<file path="src/rtl/serial_arith_pkg.sv">
// Shared constants for the bit-serial arithmetic blocks.
// Holds the FSM state encoding and the default operand width.
package serial_arith_pkg;

    localparam int DEF_WIDTH = 4;

    typedef logic [1:0] state_t;

    localparam state_t ST_IDLE  = 2'd0;
    localparam state_t ST_SHIFT = 2'd1;
    localparam state_t ST_DONE  = 2'd2;

endpackage

</file>
<file path="src/rtl/full_adder.sv">
// One-bit full adder cell.
// Used as the per-bit datapath of the serial arithmetic units.
module full_adder (
    input  logic a,
    input  logic b,
    input  logic cin,
    output logic sum,
    output logic cout
);

    assign sum  = a ^ b ^ cin;
    assign cout = (a & b) | (a & cin) | (b & cin);

endmodule

</file>
<file path="src/rtl/serial_sub_4b.sv">
// Bit-serial subtractor: diff = a - b - bin, LSB first.
// Computes a + ~b + ~bin through one full adder cell.
module serial_sub_4b
    import serial_arith_pkg::*;
#(
    parameter int WIDTH = DEF_WIDTH
) (
    input  logic             clk,
    input  logic             rst,
    input  logic             start,
    input  logic [WIDTH-1:0] a,
    input  logic [WIDTH-1:0] b,
    input  logic             bin,
    output logic [WIDTH-1:0] diff,
    output logic             bout,
    output logic             busy,
    output logic             done
);

    localparam int CW = (WIDTH > 1) ? $clog2(WIDTH) : 1;
    localparam logic [CW-1:0] LAST = CW'(WIDTH - 2);

    state_t           state;
    logic [WIDTH-1:0] a_sh;
    logic [WIDTH-1:0] b_sh;
    logic [WIDTH-1:0] res;
    logic [WIDTH-1:0] res_nxt;
    logic [CW-1:0]    cnt;
    logic             carry;

    logic fa_a;
    logic fa_b;
    logic fa_c;
    logic fa_s;
    logic fa_co;

    assign busy = (state == ST_SHIFT);
    assign done = (state == ST_DONE);

    // Sum bit enters on the MSB side; older bits move down.
    assign res_nxt = WIDTH'({fa_s, res} >> 1);

    // In IDLE the adder sees the live inputs so bit 0 (carry-in
    // ~bin) resolves on the start edge; SHIFT then needs only
    // WIDTH-1 cycles, giving one operation per WIDTH+1 cycles.
    always_comb begin
        fa_a = a_sh[0];
        fa_b = ~b_sh[0];
        fa_c = carry;
        if (state == ST_IDLE) begin
            fa_a = a[0];
            fa_b = ~b[0];
            fa_c = ~bin;
        end
    end

    full_adder u_fa (
        .a    (fa_a),
        .b    (fa_b),
        .cin  (fa_c),
        .sum  (fa_s),
        .cout (fa_co)
    );

    // Control FSM, operand shifters and result registers.
    always_ff @(posedge clk) begin
        if (rst) begin
            state <= ST_IDLE;
            a_sh  <= '0;
            b_sh  <= '0;
            res   <= '0;
            cnt   <= '0;
            carry <= 1'b0;
            diff  <= '0;
            bout  <= 1'b0;
        end else begin
            case (state)
                ST_IDLE: begin
                    if (start) begin
                        a_sh  <= a >> 1;
                        b_sh  <= b >> 1;
                        res   <= {fa_s, {(WIDTH-1){1'b0}}};
                        carry <= fa_co;
                        cnt   <= '0;
                        state <= ST_SHIFT;
                    end
                end
                ST_SHIFT: begin
                    a_sh  <= a_sh >> 1;
                    b_sh  <= b_sh >> 1;
                    res   <= res_nxt;
                    carry <= fa_co;
                    cnt   <= cnt + 1'b1;
                    if (cnt == LAST) begin
                        diff  <= res_nxt;
                        bout  <= ~fa_co;
                        state <= ST_DONE;
                    end
                end
                ST_DONE: begin
                    state <= ST_IDLE;
                end
                default: begin
                    state <= ST_IDLE;
                end
            endcase
        end
    end

endmodule
</file>
<file path="config.mk">
export PLATFORM = sky130hd
export DESIGN_NAME = serial_sub_4b
export DESIGN_NICKNAME = d
export VERILOG_FILES = /design/src/rtl/serial_arith_pkg.sv /design/src/rtl/full_adder.sv /design/src/rtl/serial_sub_4b.sv
export SDC_FILE = /design/constraint.sdc
export NUM_CORES = 1
export LEC_CHECK = 0
export BUFFER_PORTS_ARGS = -buffer_cell sky130_fd_sc_hd__buf_2
export CAP_MARGIN = 5
export CORE_AREA = 2 2 44 46
export CTS_CLUSTER_DIAMETER = 120
export DETAILED_ROUTE_END_ITERATION = 8
export DIE_AREA = 0 0 46 48
export GPL_TIMING_DRIVEN = 0
export HOLD_SLACK_MARGIN = 0.15
export PLACE_DENSITY = 0.74
export REMOVE_ABC_BUFFERS = 1
export SYNTH_ARGS = -nofsm -noshare
export SYNTH_HDL_FRONTEND = slang
export SYNTH_HIERARCHICAL = 1
export SYNTH_SLANG_ARGS = --single-unit
</file>
<file path="constraint.sdc">
create_clock -name clk -period 2.42 [get_ports clk]
set_input_delay 0.121 -clock clk [delete_from_list [all_inputs] [get_ports clk]]
set_output_delay 0.121 -clock clk [all_outputs]
set_load 0.005 [all_outputs]
</file>
; Word level (Yosys, flattened, before mapping)
; Cells that the tools add are included.
; W data, S select, Z words.
[classes]
n_addsub = 1
multipliers = 0
div = 0
n_lt_le_gt_ge = 0
eq_ne = 5
shifts = 0
mux = 16
bitwise_logic = 11
n_reduce_logical = 5
[ops]
columns = operator, n
row1 = $pmux W4 S2, 3
row2 = $mux W4, 3
row3 = $pmux W2 S2, 2
row4 = $mux W2, 3
row5 = $reduce_and A2 Y1, 3
row6 = $eq A2 B2 Y1 const B, 2
row7 = $mux W1, 4
row8 = $not A1 Y1, 4
row9 = $and A1 B1 Y1, 3
row10 = $add A2 B1 Y2 const B, 1
row11 = $eq A2 B1 Y1 const B, 1
row12 = $logic_not A2 Y1, 1
row13 = $ne A2 B1 Y1 const B, 1
row14 = $ne A2 B2 Y1 const B, 1
row15 = $or A1 B1 Y1, 2
row16 = $pmux W1 S2, 1
row17 = $reduce_bool A2 Y1, 1
row18 = $xor A1 B1 Y1, 2
[word_totals]
regBits = 22
latch_bits = 0
ram_bits = 0
romBits = 0
in_bits = 12
output_inout_bits = 7
elab_cells = 46
memories = 0

; Logic depth before layout (Yosys ltp)
; Gate-level depths: netlist of run 1.
[logic_depth]
word_depth = 7
mapped_depth = 7
mapped_depth_nobuf = 6

; Modules after synthesis
; Netlist of run 1, hierarchy kept.
[by_module_without_submodules]
columns = mod, instances, cells_each, area_each_um2, seq_area_each_um2
row1 = serial_sub_4b, 1, 93, 825.8, 380.4
row2 = full_adder, 1, 1, 20.0, 0.0

; Least setup slack after synthesis of run 1
; Ideal clock, no wire load.
[synth_timing]
path_kind = flip-flop to flip-flop
start = register state[0]
end = register bout
setup_time_ns = 0.071
arrival_ns = 1.742
t_required_ns = 2.349
slack_ns = 0.607
path_stages_with_launch = 7
path_buffers = 1
synth_period_minus_slack_ns = 1.813
path_cell_list = dfxtp_1 > clkbuf_8 > nor2_2 > mux2_2 > fa_1 > or2_1 > a21oi_1
[synth_between]
elab_chain_cells = 6
word_cells_on_any_way = 12
cone_classes = 1 x eq/ne / 3 x mux / 6 x bitwise / 2 x reduce/logical
[synth_rtl]
columns = item, line
row1 = from (decl), serial_sub_4b.sv:23  ; state_t state;
row2 = from (signal assigned), serial_sub_4b.sv:68  ; state <= ST_IDLE;
row3 = from (signal assigned), serial_sub_4b.sv:85  ; state <= ST_SHIFT;
row4 = from (signal assigned), serial_sub_4b.sv:97  ; state <= ST_DONE;
row5 = $logic_not A2 Y1 *, serial_sub_4b.sv:50  ; if (state == ST_IDLE) begin
row6 = $mux W1 *, serial_sub_4b.sv:50
row7 = net fa_a, serial_sub_4b.sv:31  ; logic fa_a;
row8 = $and A1 B1 Y1, full_adder.sv:12  ; assign cout = (a & b) | (a & cin) | (b & cin);
row9 = $or A1 B1 Y1 * (2 in a row), full_adder.sv:12
row10 = net fa_co, serial_sub_4b.sv:35  ; logic fa_co;
row11 = $not A1 Y1 *, serial_sub_4b.sv:96  ; bout <= ~fa_co;
row12 = to (signal assigned), serial_sub_4b.sv:96
row13 = to (decl), serial_sub_4b.sv:15  ; output logic bout,
; The timed path passes the listed nets; every way through them passes the cells marked *.
; A chain may end at the register's enable or synchronous reset.

; Final worst setup path of run 1
; Same ends and word-level chain as after synthesis.

==> results of run 1 <==
synthesized netlist by cell type, drive strengths merged:
cell type	count	area [um^2]
nor2	20	77.6
dfxtp	19	380
a21oi	10	50.1
nand2	9	33.8
nand3	4	20.0
nor4	4	25.0
buf	3	20.0
inv	3	11.3
a22oi	2	15.0
mux2i	2	20.0
nand4bb	2	22.5
o21ai	2	10.0
a211oi	1	7.51
a2bb2oi	1	8.76
clkbuf	1	13.8
fa	1	20.0
ha	1	12.5
mux2	1	11.3
nand2b	1	13.8
nand3b	1	20.0
nor2b	1	6.26
nor3	1	5.00
o21ba	1	16.3
o21bai	1	7.51
or2	1	6.26
or3b	1	11.3
through the flow:
step | setup slack, ns | power (W) | instance area [um^2]
detailed placement | 0.461 | 0.000439 | 923
floorplan | 0.594 | 0.000409 | 812
CTS | 0.438 | 0.000597 | 1010
global route | 0.328 | 0.000629 | 1010
finish | 0.457 | 0.000592 | 1010
global placement | 0.506 | 0.000437 | 923
registers in the layout (all words and copies together), names as in the netlist:
| signal | flops |
|---|---|
| res | 3 |
| cnt | 2 |
| carry | 1 |
| a_sh | 3 |
| diff | 4 |
| state | 2 |
| bout | 1 |
| b_sh | 3 |
cells by family after synthesis:
| family | share of synthesized area |
|---|---|
| compound gates | 0.136 |
| simple gates | 0.286 |
| flops | 0.450 |
| fa+ha+maj | 0.0385 |
| mux | 0.0370 |
| buf+inv | 0.0532 |
per-layer routing:
metal | routed length, um | global-route usage | share of wire | up-vias
li1 | - | - | - | 372
met1 | 738 | 0.207 | 0.47 | 313
met2 | 748 | 0.278 | 0.48 | 13
met3 | 55 | 0.0340 | 0.035 | 2
met4 | 12 | 0.0514 | 0.0077 | 0
met5 | 0 | 0 | 0 | -
power groups by stage:
stage               combinational [W]  clock (W)  sequential [W]
floorplan                   0.0000591          0        0.000350
global placement            0.0000845          0        0.000352
detailed placement          0.0000857          0        0.000353
CTS                         0.0000932   0.000158        0.000346
global route                 0.000105   0.000175        0.000348
finish                      0.0000924   0.000154        0.000346
worst min path at each step:
stage	start	to	slack [ns]	cells past startpoint
6_report	start	a_sh[2]$_SDFFE_PP0P_	0.18	3
5_1_grt	start	a_sh[2]$_SDFFE_PP0P_	0.18	3
4_1_cts	start	a_sh[2]$_SDFFE_PP0P_	0.17	3
3_5_place_dp	a[3]	a_sh[2]$_SDFFE_PP0P_	0.42	3
3_3_place_gp	a[3]	a_sh[2]$_SDFFE_PP0P_	0.41	3
2_1_floorplan	rst	a_sh[2]$_SDFFE_PP0P_	0.19	1
cell type report:
class,count,area (um^2),area share
Multi-Input combinational cell,68,420,0.416
Sequential cell,19,380,0.376
Timing Repair Buffer,24,150,0.149
Clock buffer,3,22.5,0.0223
Tap cell,17,21.3,0.0210
Inverter,3,11.3,0.0111
Clock inverter,1,5.00,0.00495
worst max-delay path, cell delays in order, from the launching register on:
cell and delay [ns]:
dfxtp_1 0.49, nor2_2 0.26, mux2_2 0.38, fa_1 0.43, or2_1 0.23, a21oi_1 0.11
==> results.toml, run 1 <==
[cts]
clk_latency_ns = 0.29
cts_hold_buf = 6
numCtsBuffers = 3
cts_tree = "done"
htreeDepth = 1
post_cts_buffers = 0
cts.sinks = 19
clk_path_buf_depth = 2
cts_resized = 0
clkTransAtPathRegs_ns = 0.11
root_buffer = "clkbuf_4"

[floorplanning]
dieWidth_um = 46
initial_utilization = 0.501
coreArea_mm2 = 0.00169
die_y_um = 48
io_pins = 19
die-area_mm2 = 0.00221
placement_rows = 15

[timing]
hold_viol = 0
min_period_over_period = 0.811
setup_violations = 0
slew_headroom = 0.651
finalCriticalPeriod_ns = 1.96
fin_setup_tns_ns = 0
fmaxAchievable_ghz = 0.509
finalMaxSlewViolations = 0
whs_ns = 0.176
rsz0062_at_grt = "no"
worst_slew_pin_slew_ns = 0.523
skew_ns = 0.00684

[logic_synthesis]
syn_area_um2 = 846
postSynthCellCount = 94
synth_seq_cells = 19
yosys_warnings = 6
syn_area_per_cell_um2 = 9.00
ys_seq_area_frac = 0.450
synth.distinct_cells = 30

[pwr]
p_int_w = 0.000438
irDropWorstVdd_mv = 0.370
p_switching_w = 0.000153
p_per_area_mw_per_mm2 = 585
sw_frac_of_total = 0.259
p_leak_nw = 0.451
clockPowerShare = 0.260
p_seq_frac = 0.584
combPwrFrac = 0.156

[detailed_routing]
first_pass_iters = 4
antenna_left = 0
num_vias = 700
via_per_inst = 5.19
drtIter0Drc = 6
avgRoutedWirePerCell_um = 11.5
drc = 0
wl_mm = 1.56

[setup_path]
r2r-start = "state[0]$_SDFFE_PP0P_"
crit_end = "bout$_SDFFE_PP0P_"
crit_type = "reg2reg"
arrival_ns = 2.19
worst_r2r_path_depth = 5
regToRegSetupSlack_ns = 0.46
endpoint_kind = "flip-flop"
worstPathMaxFanout = 11
worstSetupStartpointType = "flip-flop"
cp-startpoint = "state[0]$_SDFFE_PP0P_"
required_ns = 2.65
r2r_end = "bout$_SDFFE_PP0P_"

[global_route]
globalRoute.totalOverflow = 0
grt_pass1_wl_mm = 2.59
grt_max_degree = 20
antenna_found_initial = 0
track_usage = 0.163
grt_pass1_vias = 612

[layout]
drive_gt1_frac = 0.246
layout_common_cells = "19 x nor2_1, 19 x dfxtp_1, 18 x buf_2"
area_delta_synth_final_pct = 19.5
antennaDiodeCount = 0
stdcell_count = 135
nFillCells = 155
fin_util = 0.599
nNetsFinal = 133

[status]
outcome = "complete, no violations"

[min_path]
hold_class = "in2reg"

[flow_run]
drv_cap = 0

[place]
dp_cells = 125
port_buffers = 18
hpwlAfterDp_mm = 1.06
gp_congestion = 0.690
(Power assumes the default switching activity.)
==> run 2: changes to the inputs <==
==> constraint.sdc (replaced) <==
create_clock -name clk -period 1.94 [get_ports clk]
set_input_delay 0.097 -clock clk [delete_from_list [all_inputs] [get_ports clk]]
set_output_delay 0.097 -clock clk [all_outputs]
set_load 0.005 [all_outputs]
==> run 2 against run 1 <==
Sequential cell count is the same. Critical endpoint unchanged. Largest cell class unchanged. Largest power group unchanged. Combinational power increased by 29%. Global-route usage grew 0.31 points.
==> results.toml, run 2 (same netlist as run 1, synthesis figures left out) <==
[status]
outcome = "complete, no violations"

[cts]
clk_path_buf_depth = 2
clk_latency_ns = 0.29
numCtsBuffers = 3
root_buffer = "clkbuf_4"
post_cts_buffers = 0
htreeDepth = 1
clkTransAtPathRegs_ns = 0.11
cts.sinks = 19
cts_tree = "done"

[setup_path]
cpMaxStageDelayCell = "dfxtp_2"
crit_type = "reg2reg"
required_ns = 2.17
worstPathMaxFanout = 11
r2r_end = "bout$_SDFFE_PP0P_"
cpPeakStageDelay_ns = 0.43
crit_buf_inv = 0
r2r-start = "state[0]$_SDFFE_PP0P_"
endpoint_kind = "flip-flop"
arrival_ns = 2.04
regToRegSetupSlack_ns = 0.13
crit_family = "flip-flops"
worst_r2r_path_depth = 5
worstSetupStartpointType = "flip-flop"
path_cells = "nor2_4, mux2_2, fa_1, or2_1, a21oi_1"

[pwr]
p_leak_nw = 0.458
clockPowerShare = 0.260
sw_frac_of_total = 0.260
irDropWorstVdd_mv = 0.464
p_per_area_mw_per_mm2 = 717
combPwrFrac = 0.160
p_seq_frac = 0.580
p_int_w = 0.000551
p_switching_w = 0.000194

[timing]
setup_violations = 0
finalCriticalPeriod_ns = 1.81
worst_slew_pin_slew_ns = 0.411
whs_ns = 0.159
slew_headroom = 0.725
skew_ns = 0.00528
finalMaxSlewViolations = 0
rsz0062_at_grt = "no"
fmaxAchievable_ghz = 0.552
min_period_over_period = 0.934
hold_viol = 0
fin_setup_tns_ns = 0

[layout]
largest-register = "diff"
drive_gt1_frac = 0.258
nNetsFinal = 135
area_delta_synth_final_pct = 22.8
antennaDiodeCount = 0
layout_common_cells = "19 x nor2_1, 18 x buf_2, 17 x dfxtp_1"
largest_reg_flops = 4
final_common_cell = "nor2_1"
fin_util = 0.615

[floorplanning]
coreArea_mm2 = 0.00169
die_y_um = 48
initial_utilization = 0.501
die-area_mm2 = 0.00221
io_pins = 19
dieWidth_um = 46
placement_rows = 15

[detailed_routing]
wl_mm = 1.60
drc = 0
via_per_inst = 5.20
wl_met1_um = 749
first_pass_iters = 4
drtIter0Drc = 8
avgRoutedWirePerCell_um = 11.7
wl_met2_um = 772
wl_met3_um = 65
num_vias = 712
antenna_left = 0
dr.max_layer_used = "met4"

[min_path]
worstHoldStart = "start"
min_path_cells = 3
hold_class = "in2reg"
whs_endpoint = "state[0]$_SDFFE_PP0P_"

[flow_run]
drv_cap = 0

[global_route]
globalRoute.totalOverflow = 0
antenna_found_initial = 0
grt_max_degree = 20
track_usage = 0.167
grt_pass1_wl_mm = 2.64
grt_pass1_vias = 630

[place]
hpwlAfterDp_mm = 1.06
gp_congestion = 0.690
port_buffers = 18
-- run 2: cell types whose count changed in the layout (fill, tap and decap cells not counted), sizes merged --
cell	change
dlygate4sd3	+2
-- run 2: timing repair --
item / CTS / global route
hold buffers: 8 / 0
resized for setup: 1 / 2
hold endpoints to repair: 6 / 0
setup endpoints to repair: 2 / 2
-- run 2: how the worst max path moves through the flow --
stage,startpoint,end,cells after the start,slack [ns]
after floorplan,state[0]$_SDFFE_PP0P_,bout$_SDFFE_PP0P_,5,0.11
after global placement,state[0]$_SDFFE_PP0P_,bout$_SDFFE_PP0P_,5,0.03
after detailed placement,state[0]$_SDFFE_PP0P_,bout$_SDFFE_PP0P_,5,-0.02
after CTS,state[1]$_SDFFE_PP0P_,bout$_SDFFE_PP0P_,5,0.06
after global routing,state[0]$_SDFFE_PP0P_,bout$_SDFFE_PP0P_,5,0.03
final,state[0]$_SDFFE_PP0P_,bout$_SDFFE_PP0P_,5,0.13
-- run 2: worst min-delay path, delay by kind of cell --
kind / cells / cell delay [ns]
buffers and inverters: 1 / 0.14
muxes: 1 / 0.13
and+or+nand+nor: 1 / 0.05
-- run 2: area by class of cell --
class | count | area [um^2]
Clock buffer | 3 | 22.5
Timing Repair Buffer | 26 | 170
Inverter | 3 | 11.3
Multi-Input combinational cell | 68 | 425
Clock inverter | 1 | 5.00
Tap cell | 17 | 21.3
Sequential cell | 19 | 383
Fill cell | 152 | 651
-- run 2: power by group through the flow --
stage | clock (W) | combinational [W] | sequential [W]
6_report | 0.000193 | 0.000119 | 0.000432
5_1_grt | 0.000219 | 0.000136 | 0.000436
4_1_cts | 0.000198 | 0.000120 | 0.000431
3_5_place_dp | 0 | 0.000107 | 0.000440
3_3_place_gp | 0 | 0.000105 | 0.000439
2_1_floorplan | 0 | 0.0000738 | 0.000436
-- run 2: stage by stage --
| stage | instances | setup slack (ns) | total power (W) | instance area [um^2] |
|---|---|---|---|---|
| after global routing | 137 | 0.0275 | 0.000790 | 1040 |
| after global placement | 125 | 0.0263 | 0.000545 | 923 |
| final | 137 | 0.128 | 0.000745 | 1040 |
| after detailed placement | 125 | -0.0186 | 0.000547 | 923 |
| after floorplan | 90 | 0.114 | 0.000510 | 812 |
| after CTS | 137 | 0.0565 | 0.000749 | 1030 |
-- run 2: metal layers --
metal  up-vias  global-route usage
met5         -                   0
met4         0              0.0514
met3         2              0.0340
met2        15               0.289
met1       320               0.207
li1        375                   -
==> run 3: changes to the inputs <==
--- a/config.mk
+++ b/config.mk
@@ -7,14 +7,13 @@
 export LEC_CHECK = 0
 export BUFFER_PORTS_ARGS = -buffer_cell sky130_fd_sc_hd__buf_2
 export CAP_MARGIN = 5
-export CORE_AREA = 2 2 44 46
+export CORE_AREA = 2 2 45 47
 export CTS_CLUSTER_DIAMETER = 120
 export DETAILED_ROUTE_END_ITERATION = 8
-export DIE_AREA = 0 0 46 48
+export DIE_AREA = 0 0 47 49
 export GPL_TIMING_DRIVEN = 0
 export HOLD_SLACK_MARGIN = 0.15
-export PLACE_DENSITY = 0.74
-export REMOVE_ABC_BUFFERS = 1
+export PLACE_DENSITY = 0.71
 export SYNTH_ARGS = -nofsm -noshare
 export SYNTH_HDL_FRONTEND = slang
 export SYNTH_HIERARCHICAL = 1
==> run 3 against run 2 <==
First-iteration DRC count rose to 2.5 times the previous value. Sequential cell count did not move. Sequential power fell by 2%. Critical path type unchanged.
==> results.toml, run 3 (same netlist as run 1, synthesis figures left out) <==
[status]
outcome = "complete, no violations"

[global_route]
globalRoute.totalOverflow = 0
grt_pass1_vias = 742
antenna_found_initial = 0
track_usage = 0.185
grt_pass1_wl_mm = 3.13
grt_max_degree = 11

[detailed_routing]
via_per_inst = 4.96
num_vias = 759
drtIter0Drc = 20
first_pass_iters = 5
avgRoutedWirePerCell_um = 11.9
antenna_left = 0
drc = 0
wl_mm = 1.83

[timing]
finalMaxSlewViolations = 0
worst_slack_ns = 0.0837
worst_slew_pin_slew_ns = 0.424
fin_setup_tns_ns = 0
skew_ns = 0.00729
finalCriticalPeriod_ns = 1.86
setup_violations = 0
slew_headroom = 0.718
min_period_over_period = 0.957
fmaxAchievable_ghz = 0.539
rsz0062_at_grt = "no"
hold_viol = 0

[layout]
stdcell_count = 153
drive_gt1_frac = 0.254
area_delta_synth_final_pct = 30.9
nNetsFinal = 141
antennaDiodeCount = 0
largest_reg_flops = 4
largest-register = "diff"
nFillCells = 178
fin_util = 0.601
layout_common_cells = "19 x nor2_1, 19 x dfxtp_1, 18 x buf_2"

[floorplanning]
die-area_mm2 = 0.00230
die_y_um = 49
io_pins = 19
placement_rows = 16
coreArea_mm2 = 0.00184
initial_utilization = 0.459
dieWidth_um = 47

[cts]
cts_tree = "done"
htreeDepth = 1
clkTransAtPathRegs_ns = 0.10
cts.sinks = 19
numCtsBuffers = 3
clk_path_buf_depth = 2
clk_latency_ns = 0.29
root_buffer = "clkbuf_4"

[setup_path]
cpMaxStageDelayCell = "fa_1"
path_cells = "clkbuf_8, nor2_4, mux2_2, fa_1, or2_1, a21oi_1"
crit_family = "adder cells"
worstSetupStartpointType = "flip-flop"
crit_type = "reg2reg"
arrival_ns = 2.08
worstPathMaxFanout = 10
required_ns = 2.16
endpoint_kind = "flip-flop"
crit_buf_inv = 1
cpPeakStageDelay_ns = 0.45

[place]
dp_cells = 138
port_buffers = 17
hpwlAfterDp_mm = 1.24
gp_congestion = 0.715
place_ws_ns = 0.0191

[pwr]
irDropWorstVdd_mv = 0.432
combPwrFrac = 0.191
total_power_w = 0.000764
sw_frac_of_total = 0.259
p_leak_nw = 0.491
clockPowerShare = 0.252
p_seq_frac = 0.557
p_per_area_mw_per_mm2 = 690
p_switching_w = 0.000198
p_int_w = 0.000566

[logic_synthesis]
mappedNetlistNets = 108

[min_path]
hold_class = "in2reg"

[flow_run]
drv_cap = 0
-- run 3: changes by cell type in the layout (fill, tap and decap cells not counted), sizes merged --
cell         previous run  this run
clkbuf                  3         5
dlygate4sd3             8        10
buf                    18        21
clkinv                  1         0
-- run 3: layer usage --
metal	wire length (um)	vias to the layer above	GRT usage	part of all wire
met5	0	-	0	0
met4	28	0	0.0602	0.015
met1	804	346	0.233	0.44
li1	-	385	-	-
met3	68	9	0.0333	0.037
met2	926	19	0.308	0.51
-- run 3: repair_timing --
action,CTS,global route
buffers inserted,0,1
endpoints found under the hold margin,11,0
hold buffers,10,0
gates resized for setup,1,1
pin swaps,0,1
cloned,0,0
endpoints found under the setup margin,1,2
-- run 3: metrics by stage --
stage | hold slack, ns | area (um^2)
floorplan | 0.270 | 846
global placement | 0.385 | 965
detailed placement | 0.390 | 965
CTS | 0.155 | 1100
global route | 0.165 | 1110
finish | 0.154 | 1110
-- run 3: worst paths after layout --
kind / start / to / slack, ns / cells after the start
setup reg to reg: state[0]$_SDFFE_PP0P_ / bout$_SDFFE_PP0P_ / 0.08 / 6
hold / removal: start / b_sh[2]$_SDFFE_PP0P_ / 0.15 / 3
setup / recovery: state[0]$_SDFFE_PP0P_ / bout$_SDFFE_PP0P_ / 0.08 / 6
hold reg to reg: diff[2]$_SDFFE_PP0P_ / diff[2]$_SDFFE_PP0P_ / 0.46 / 2
-- run 3: layout make-up --
class | instances | area, um^2 | area share
Buffer | 4 | 33.8 | 0.0305
Clock buffer | 4 | 26.3 | 0.0237
Inverter | 3 | 11.3 | 0.0102
Multi-Input combinational cell | 68 | 429 | 0.388
Sequential cell | 19 | 380 | 0.344
Tap cell | 27 | 33.8 | 0.0305
Timing Repair Buffer | 28 | 193 | 0.174
-- run 3: tightest hold or removal path, cell delays in order --
cell and delay (ns):
buf_2 0.15, nand4bb_1 0.10, a21oi_1 0.06
-- run 3: power by group through the flow --
stage	Clock, W	Combinational [W]	Sequential [W]
6_report	0.000193	0.000146	0.000425
5_1_grt	0.000217	0.000164	0.000428
4_1_cts	0.000193	0.000142	0.000425
3_5_place_dp	0	0.000122	0.000434
3_3_place_gp	0	0.000118	0.000433
2_1_floorplan	0	0.0000885	0.000431
